### src/rtl/io_out_ctrl.sv
// io_out_ctrl: CPU output-port controller.
// Turns io_write strobes into write events and queues io_data words in a
// first-word-fall-through FIFO. Words drain to a sink over valid/ready.
// When the FIFO is full, the controller raises cpu_stall. Words that arrive
// while the FIFO is full are dropped and counted. All outputs come only from
// registered state.
module io_out_ctrl #(
  parameter int DATA_W   = 64,
  parameter int DEPTH    = 8,
  parameter int EDGE_DET = 1,
  parameter int CNT_W    = 16
) (
  input  logic                     clk,
  input  logic                     rst,
  input  logic                     io_write,
  input  logic [DATA_W-1:0]        io_data,
  output logic                     cpu_stall,
  output logic                     out_valid,
  output logic [DATA_W-1:0]        out_data,
  input  logic                     out_ready,
  output logic [$clog2(DEPTH):0]   level,
  output logic                     overflow,
  output logic [CNT_W-1:0]         overflow_cnt
);

  localparam int PTR_W = $clog2(DEPTH);
  localparam int LVL_W = PTR_W + 1;
  localparam logic [LVL_W-1:0] FULL_LVL = LVL_W'(DEPTH);

  // Storage has no reset; the pointers and the level decide which entries are live.
  logic [DATA_W-1:0] mem_q [DEPTH];

  logic [PTR_W-1:0]  rd_ptr_q, rd_ptr_d;
  logic [PTR_W-1:0]  wr_ptr_q, wr_ptr_d;
  logic [LVL_W-1:0]  level_q, level_d;
  logic              prev_write_q, prev_write_d;
  logic              overflow_q, overflow_d;
  logic [CNT_W-1:0]  ovf_cnt_q, ovf_cnt_d;

  logic              ev;
  logic              pop;
  logic              push;
  logic              drop;

  // Outputs decode registered state only, so no input reaches them in the same cycle.
  assign out_valid    = (level_q != {LVL_W{1'b0}});
  assign cpu_stall    = (level_q == FULL_LVL);
  assign out_data     = mem_q[rd_ptr_q];
  assign level        = level_q;
  assign overflow     = overflow_q;
  assign overflow_cnt = ovf_cnt_q;

  // Event detection and the push/pop/drop decisions for this cycle.
  always_comb begin
    ev   = 1'b0;
    pop  = 1'b0;
    push = 1'b0;
    drop = 1'b0;
    if (EDGE_DET != 0) begin
      ev = io_write & ~prev_write_q;
    end else begin
      ev = io_write;
    end
    pop  = out_valid & out_ready;
    // A full FIFO still takes a word when the head leaves in the same cycle.
    push = ev & ((level_q < FULL_LVL) | pop);
    drop = ev & ~push;
  end

  // Next-state logic for the pointers, the occupancy, the strobe history and the overflow tracking.
  always_comb begin
    rd_ptr_d     = rd_ptr_q;
    wr_ptr_d     = wr_ptr_q;
    level_d      = level_q;
    prev_write_d = io_write;
    overflow_d   = overflow_q;
    ovf_cnt_d    = ovf_cnt_q;

    if (push) begin
      wr_ptr_d = wr_ptr_q + PTR_W'(1);
    end else begin
      wr_ptr_d = wr_ptr_q;
    end

    if (pop) begin
      rd_ptr_d = rd_ptr_q + PTR_W'(1);
    end else begin
      rd_ptr_d = rd_ptr_q;
    end

    case ({push, pop})
      2'b10:   level_d = level_q + LVL_W'(1);
      2'b01:   level_d = level_q - LVL_W'(1);
      default: level_d = level_q;
    endcase

    if (drop) begin
      overflow_d = 1'b1;
      // The count saturates at all-ones and does not wrap.
      if (&ovf_cnt_q) begin
        ovf_cnt_d = ovf_cnt_q;
      end else begin
        ovf_cnt_d = ovf_cnt_q + CNT_W'(1);
      end
    end else begin
      overflow_d = overflow_q;
      ovf_cnt_d  = ovf_cnt_q;
    end
  end

  // Control state register with synchronous reset.
  always_ff @(posedge clk) begin
    if (rst) begin
      rd_ptr_q     <= {PTR_W{1'b0}};
      wr_ptr_q     <= {PTR_W{1'b0}};
      level_q      <= {LVL_W{1'b0}};
      prev_write_q <= 1'b0;
      overflow_q   <= 1'b0;
      ovf_cnt_q    <= {CNT_W{1'b0}};
    end else begin
      rd_ptr_q     <= rd_ptr_d;
      wr_ptr_q     <= wr_ptr_d;
      level_q      <= level_d;
      prev_write_q <= prev_write_d;
      overflow_q   <= overflow_d;
      ovf_cnt_q    <= ovf_cnt_d;
    end
  end

  // Write the accepted word into the tail slot; reset does not clear the storage.
  always_ff @(posedge clk) begin
    if (!rst && push) begin
      mem_q[wr_ptr_q] <= io_data;
    end
  end

endmodule

### config.mk
export PLATFORM = sky130hd
export DESIGN_NAME = io_out_ctrl
export DESIGN_NICKNAME = d
export VERILOG_FILES = /design/src/rtl/io_out_ctrl.sv
export SDC_FILE = /design/constraint.sdc
export NUM_CORES = 1
export LEC_CHECK = 0
export ABC_AREA = 1
export CAP_MARGIN = 20
export CORE_UTILIZATION = 40
export CTS_CLUSTER_DIAMETER = 30
export CTS_CLUSTER_SIZE = 16
export DETAILED_ROUTE_END_ITERATION = 8
export PLACE_DENSITY = 0.58
export SLEW_MARGIN = 20
export SYNTH_ARGS = -nofsm -noshare
export SYNTH_HDL_FRONTEND = slang
export SYNTH_SLANG_ARGS = --single-unit
### constraint.sdc
create_clock -name clk -period 10.5 [get_ports clk]
set_input_delay 1.575 -clock clk [delete_from_list [all_inputs] [get_ports clk]]
set_output_delay 1.575 -clock clk [all_outputs]
set_load 0.01 [all_outputs]
* Word-level counts from Yosys, hierarchy flattened
Memories as Yosys holds them, arrays and structs flattened. A register that Yosys moved wholly into a read port is not among the register bits.
Index checks and enable logic that the tools add are counted.
** Cells by class
- Multiplexer cells :: 5
- Magnitude comparators :: 1
- Bitwise logic cells :: 8
- Add/sub/neg operators :: 5
- Eq/ne operators :: 3
- Reduce and logical (&&, ||, !) cells :: 6
** Operators by type and width (number)
- 16-bit by 1-bit adder with 16-bit output (second input constant) :: 1
- 16-bit AND reduction :: 1
- 4-bit one-hot mux with 2 select lines :: 1
- 3-bit by 1-bit adder with 3-bit output (second input constant) :: 2
- 3-bit two-way mux :: 2
- 4-bit by 1-bit adder with 4-bit output (second input constant) :: 1
- 1-bit bitwise AND :: 4
- 4-bit equality test (second input constant) :: 1
- 4-bit < comparator (second input constant) :: 1
- 4-bit nonzero test :: 1
- 4-bit by 1-bit subtractor with 4-bit output (second input constant) :: 1
- 1-bit inverter :: 3
- 2-bit by 1-bit equality test with 1-bit output (second input constant) :: 1
- 2-bit equality test (second input constant) :: 1
- 1-bit two-way mux :: 2
- 2-bit AND reduction :: 1
- 2-bit nonzero test :: 1
- 1-bit logical AND :: 1
- 1-bit logical NOT :: 1
- 1-bit bitwise OR :: 1
** Word-level totals
- Bits of input ports :: 68
- RAM bits :: 512
- Output and inout bits :: 87
- Memories :: 1
- Register bits after elaboration :: 28
- Logic and storage cells :: 35
** Memories
- mem_q :: words 8, width 64, rd ports 1, clocked after Yosys merged registers in 1, wr ports 1, RTL line 31 : logic [DATA_W-1:0] mem_q [DEPTH];

* Longest topological paths before layout
- Depth in word-level cells :: 7
- Depth in mapped cells :: 15
- Mapped depth without buffers :: 15

* Least setup slack after synthesis
No wires, ideal clock.
- Path type :: input to register
- Start point :: input port io_write
- End point :: memory mem_q[0][0], enable pin
- Arrival :: 6.482 ns
- Cell stages on the path :: 6
- Path slack :: 3.453 ns
- Path buffers :: 0
- Setup time :: 0.565 ns
- Data required time :: 9.935 ns
- Cell sequence :: inv_1 -> nor2_1 -> inv_1 -> a21oi_1 -> nand2_1 -> nor3_1
** On the way
- Longest elaborated chain between the ends :: 5
** Ends and longest elaborated chain
- start, declared :: RTL line 15 : input logic io_write,
- 1-bit bitwise AND :: RTL line 60 : ev = io_write & ~prev_write_q;
- 1-bit bitwise AND :: RTL line 66 : push = ev & ((level_q < FULL_LVL) | pop);
- 1-bit logical AND :: RTL line 132 : if (!rst && push) begin
- 1-bit two-way mux :: RTL line 132
- 1-bit two-way mux (not written as such) :: RTL line 133 : mem_q[wr_ptr_q] <= io_data;
- end, declared :: RTL line 31
No other way between the ends.

==> metrics.txt <==
post-CTS sizing 0; ANT nets after route 0; FMAX 163 MHz; dpl cells 2,454; CTS Buf Count 112; Post-synth EDFFs 512; VDD IR max 0.146 mV; Worst-Margin Slew 1050 ps; maximum root-to-sink buffer count 3; clk_skew 14.1 ps; Post-Synthesis Cell Area 21,300 sq um; clock-pin slew on the worst setup and hold paths 40 ps; PortBufs 154; initial core utilization 40.6%; Final nets 1,955; final cell count without fillers 2,670; total gr overflow 0; worst-path fanout max 145; htree depth 3; Detailed Route WL 50.7 mm; DR iter-0 viols 912; largest area contributor in the netlist edfxtp_1; final setup fails 0; Die W 233 um; leakage 9.30 nW; DRT Pass-1 Iters 5; detailed-route wire length per cell 19.0 um; hold crit path type flip-flop to flip-flop; cells after synthesis 1,697; Critical Path AT 4560 ps; via count 13,900; CTS Root Cell clkbuf_16; row cnt 84; layout cells sized above 1 11.6%; antenna violations before repair 4; total core area 52,600 sq um; CTS tree built; # clock sinks 543; Post-DP HPWL 24.5 mm; vias in the first global route 14,000; GPL Wtd Cong 0.777; r2r setup slk 7200 ps; pwr dens 275 nW/um^2; setup TNS 0 ps; Clock Latency Late Sink 650 ps; num ports 155; top-area cell type share of the netlist area 72.1%; # hold bufs at CTS 0; MaxCap Viol Count 0; post-DR vias/cell 5.19; first-pass GRT wire length 78.6 mm; flops & latches, synth 543; syn_area_per_cell 12.6 sq um; RSZ-0062 raised after global routing no; Die H 233 um; count of final hold-check violations 0; Power, Total 0.00756 W; GRT Util Overall 18.9%; die area 54,200 sq um; period utilisation layout 58.4%; DRC viols 0; final core utilization 52.3%; Setup Crit Path Kind flip-flop to primary output; Mapped Nets 1,771; synth warn 0; ranking of synthesized cells by area edfxtp_1 (72%), nor2_1 (8.6%), o21ai_0 (6.2%); Crit. End Element primary output; area delta synth->final 28.9%; Final Max Tran Viols 0; outcome finished, final reports clean; Top FF cell, synth edfxtp_1; worst endpoint required time 8930 ps; Worst Setup Start Kind flip-flop; Seq/Total Area, Yosys 75.0%; largest net degree at the start of global routing 146; post-synth cell types 30; Slew Limit Headroom 30.0%; Post-CTS Repair Setup Buffers 0; Final min period 6130 ps; ys async rst share 0%
[flip-flops by register name (all words and copies together), names as in the netlist, named ones only]
name          flops
level             4
mem_q           512
overflow          1
overflow_cnt     16
prev_write_q      1
rd_ptr_q          3
wr_ptr_q          3
[cell usage in the layout, fill, tap and decap left out, drive strengths merged]
cell / synthesis / routed
o22ai: 64 / 64
o21a: 1 / 1
nor4: 1 / 1
a21oi: 22 / 22
nor3: 4 / 4
buf: 50 / 19
a31oi: 64 / 64
xor2: 3 / 3
nand4: 2 / 2
clkinvlp: 0 / 14
nor2: 497 / 497
inv: 31 / 40
clkdlybuf4s50: 0 / 154
diode: 0 / 2
dfxtp: 31 / 31
clkbuf: 53 / 132
bufinv: 0 / 22
o21ai: 267 / 267
clkinv: 0 / 36
nand3: 17 / 17
ha: 6 / 6
nand2: 69 / 69
edfxtp: 512 / 512
xnor2: 3 / 3
[layout make-up]
cell class | instances | area, sq um
inverters | 31 | 131
well taps | 688 | 861
fillers | 4490 | 25100
multi-input cells | 1020 | 4720
clock inverters | 81 | 1120
diodes | 2 | 5.00
clock buffers | 132 | 2930
repair buffers | 173 | 1700
flip-flops and latches | 543 | 16000
[per-stage QoR]
step	worst slack (ps)	area, sq um	hold slack (ps)
finish	4370	27500	461
floorplan	3450	21300	433
global route	4080	27500	491
detailed placement	4850	23400	453
CTS	4150	27400	465
global placement	4900	23400	446
[layer usage]
layer  routed length, um  vias up  track usage, %
met5                  43        -               0
met4                1170        6            6.45
met3                2600       96            4.50
met2               24100      363            30.9
met1               22800     6849            24.7
li1                    -     6555               -
[Yosys cell counts, types with 2 or more instances]
master and number:
buf_1 9, xor2_1 3, dfxtp_1 31, edfxtp_1 512
nand4_1 2, o21ai_0 266, clkbuf_1 51, buf_4 11
xnor2_1 3, nor2_2 11, nor3_1 4, buf_2 21
clkbuf_2 2, ha_1 6, a21oi_1 22, nor2_1 486
o22ai_1 64, nand3_1 16, buf_6 7, nand2_1 68
inv_1 30, a31oi_1 64
[worst max-delay path, stage by stage (launching register included)]
cell             delay [ps]
dfxtp_4                 320
buf_4                   390
inv_6                   860
buf_4                   500
buf_16                  300
o21ai_0                 140
o22ai_1                 160
nor2_1                   50
a31oi_1                 350
clkdlybuf4s50_1         610
[report_power, final]
| part | internal [W] | leakage (nW) | switching (W) | total [W] |
|---|---|---|---|---|
| registers | 0.00244 | 4.87 | 0.0000651 | 0.00250 |
| logic | 0.000549 | 2.50 | 0.000807 | 0.00136 |
| clock network | 0.00254 | 1.93 | 0.00116 | 0.00370 |
[cell families after synthesis]
kind of cell,after synthesis,share of synthesized area (%)
adders and majority gates,6,0.352
xor gates and xnor gates,6,0.247
and+or+nand+nor,590,10.7
DFF,543,75.0
AOI/OAI and AO/OA,418,10.6
buffers and inverters,134,3.06
[final timing paths]
path | to | startpoint | cells past startpoint
max | out_data[21] | flip-flop | 9
min | flip-flop | rd_ptr_q[2]$_SDFFE_PP0P_ | 2
max reg2reg | mem_q[7][33]$_DFFE_PP_ | level[3]$_SDFFE_PP0P_ | 7
min reg2reg | flip-flop | rd_ptr_q[2]$_SDFFE_PP0P_ | 2
No activity file was read; power rests on OpenSTA's default activity.
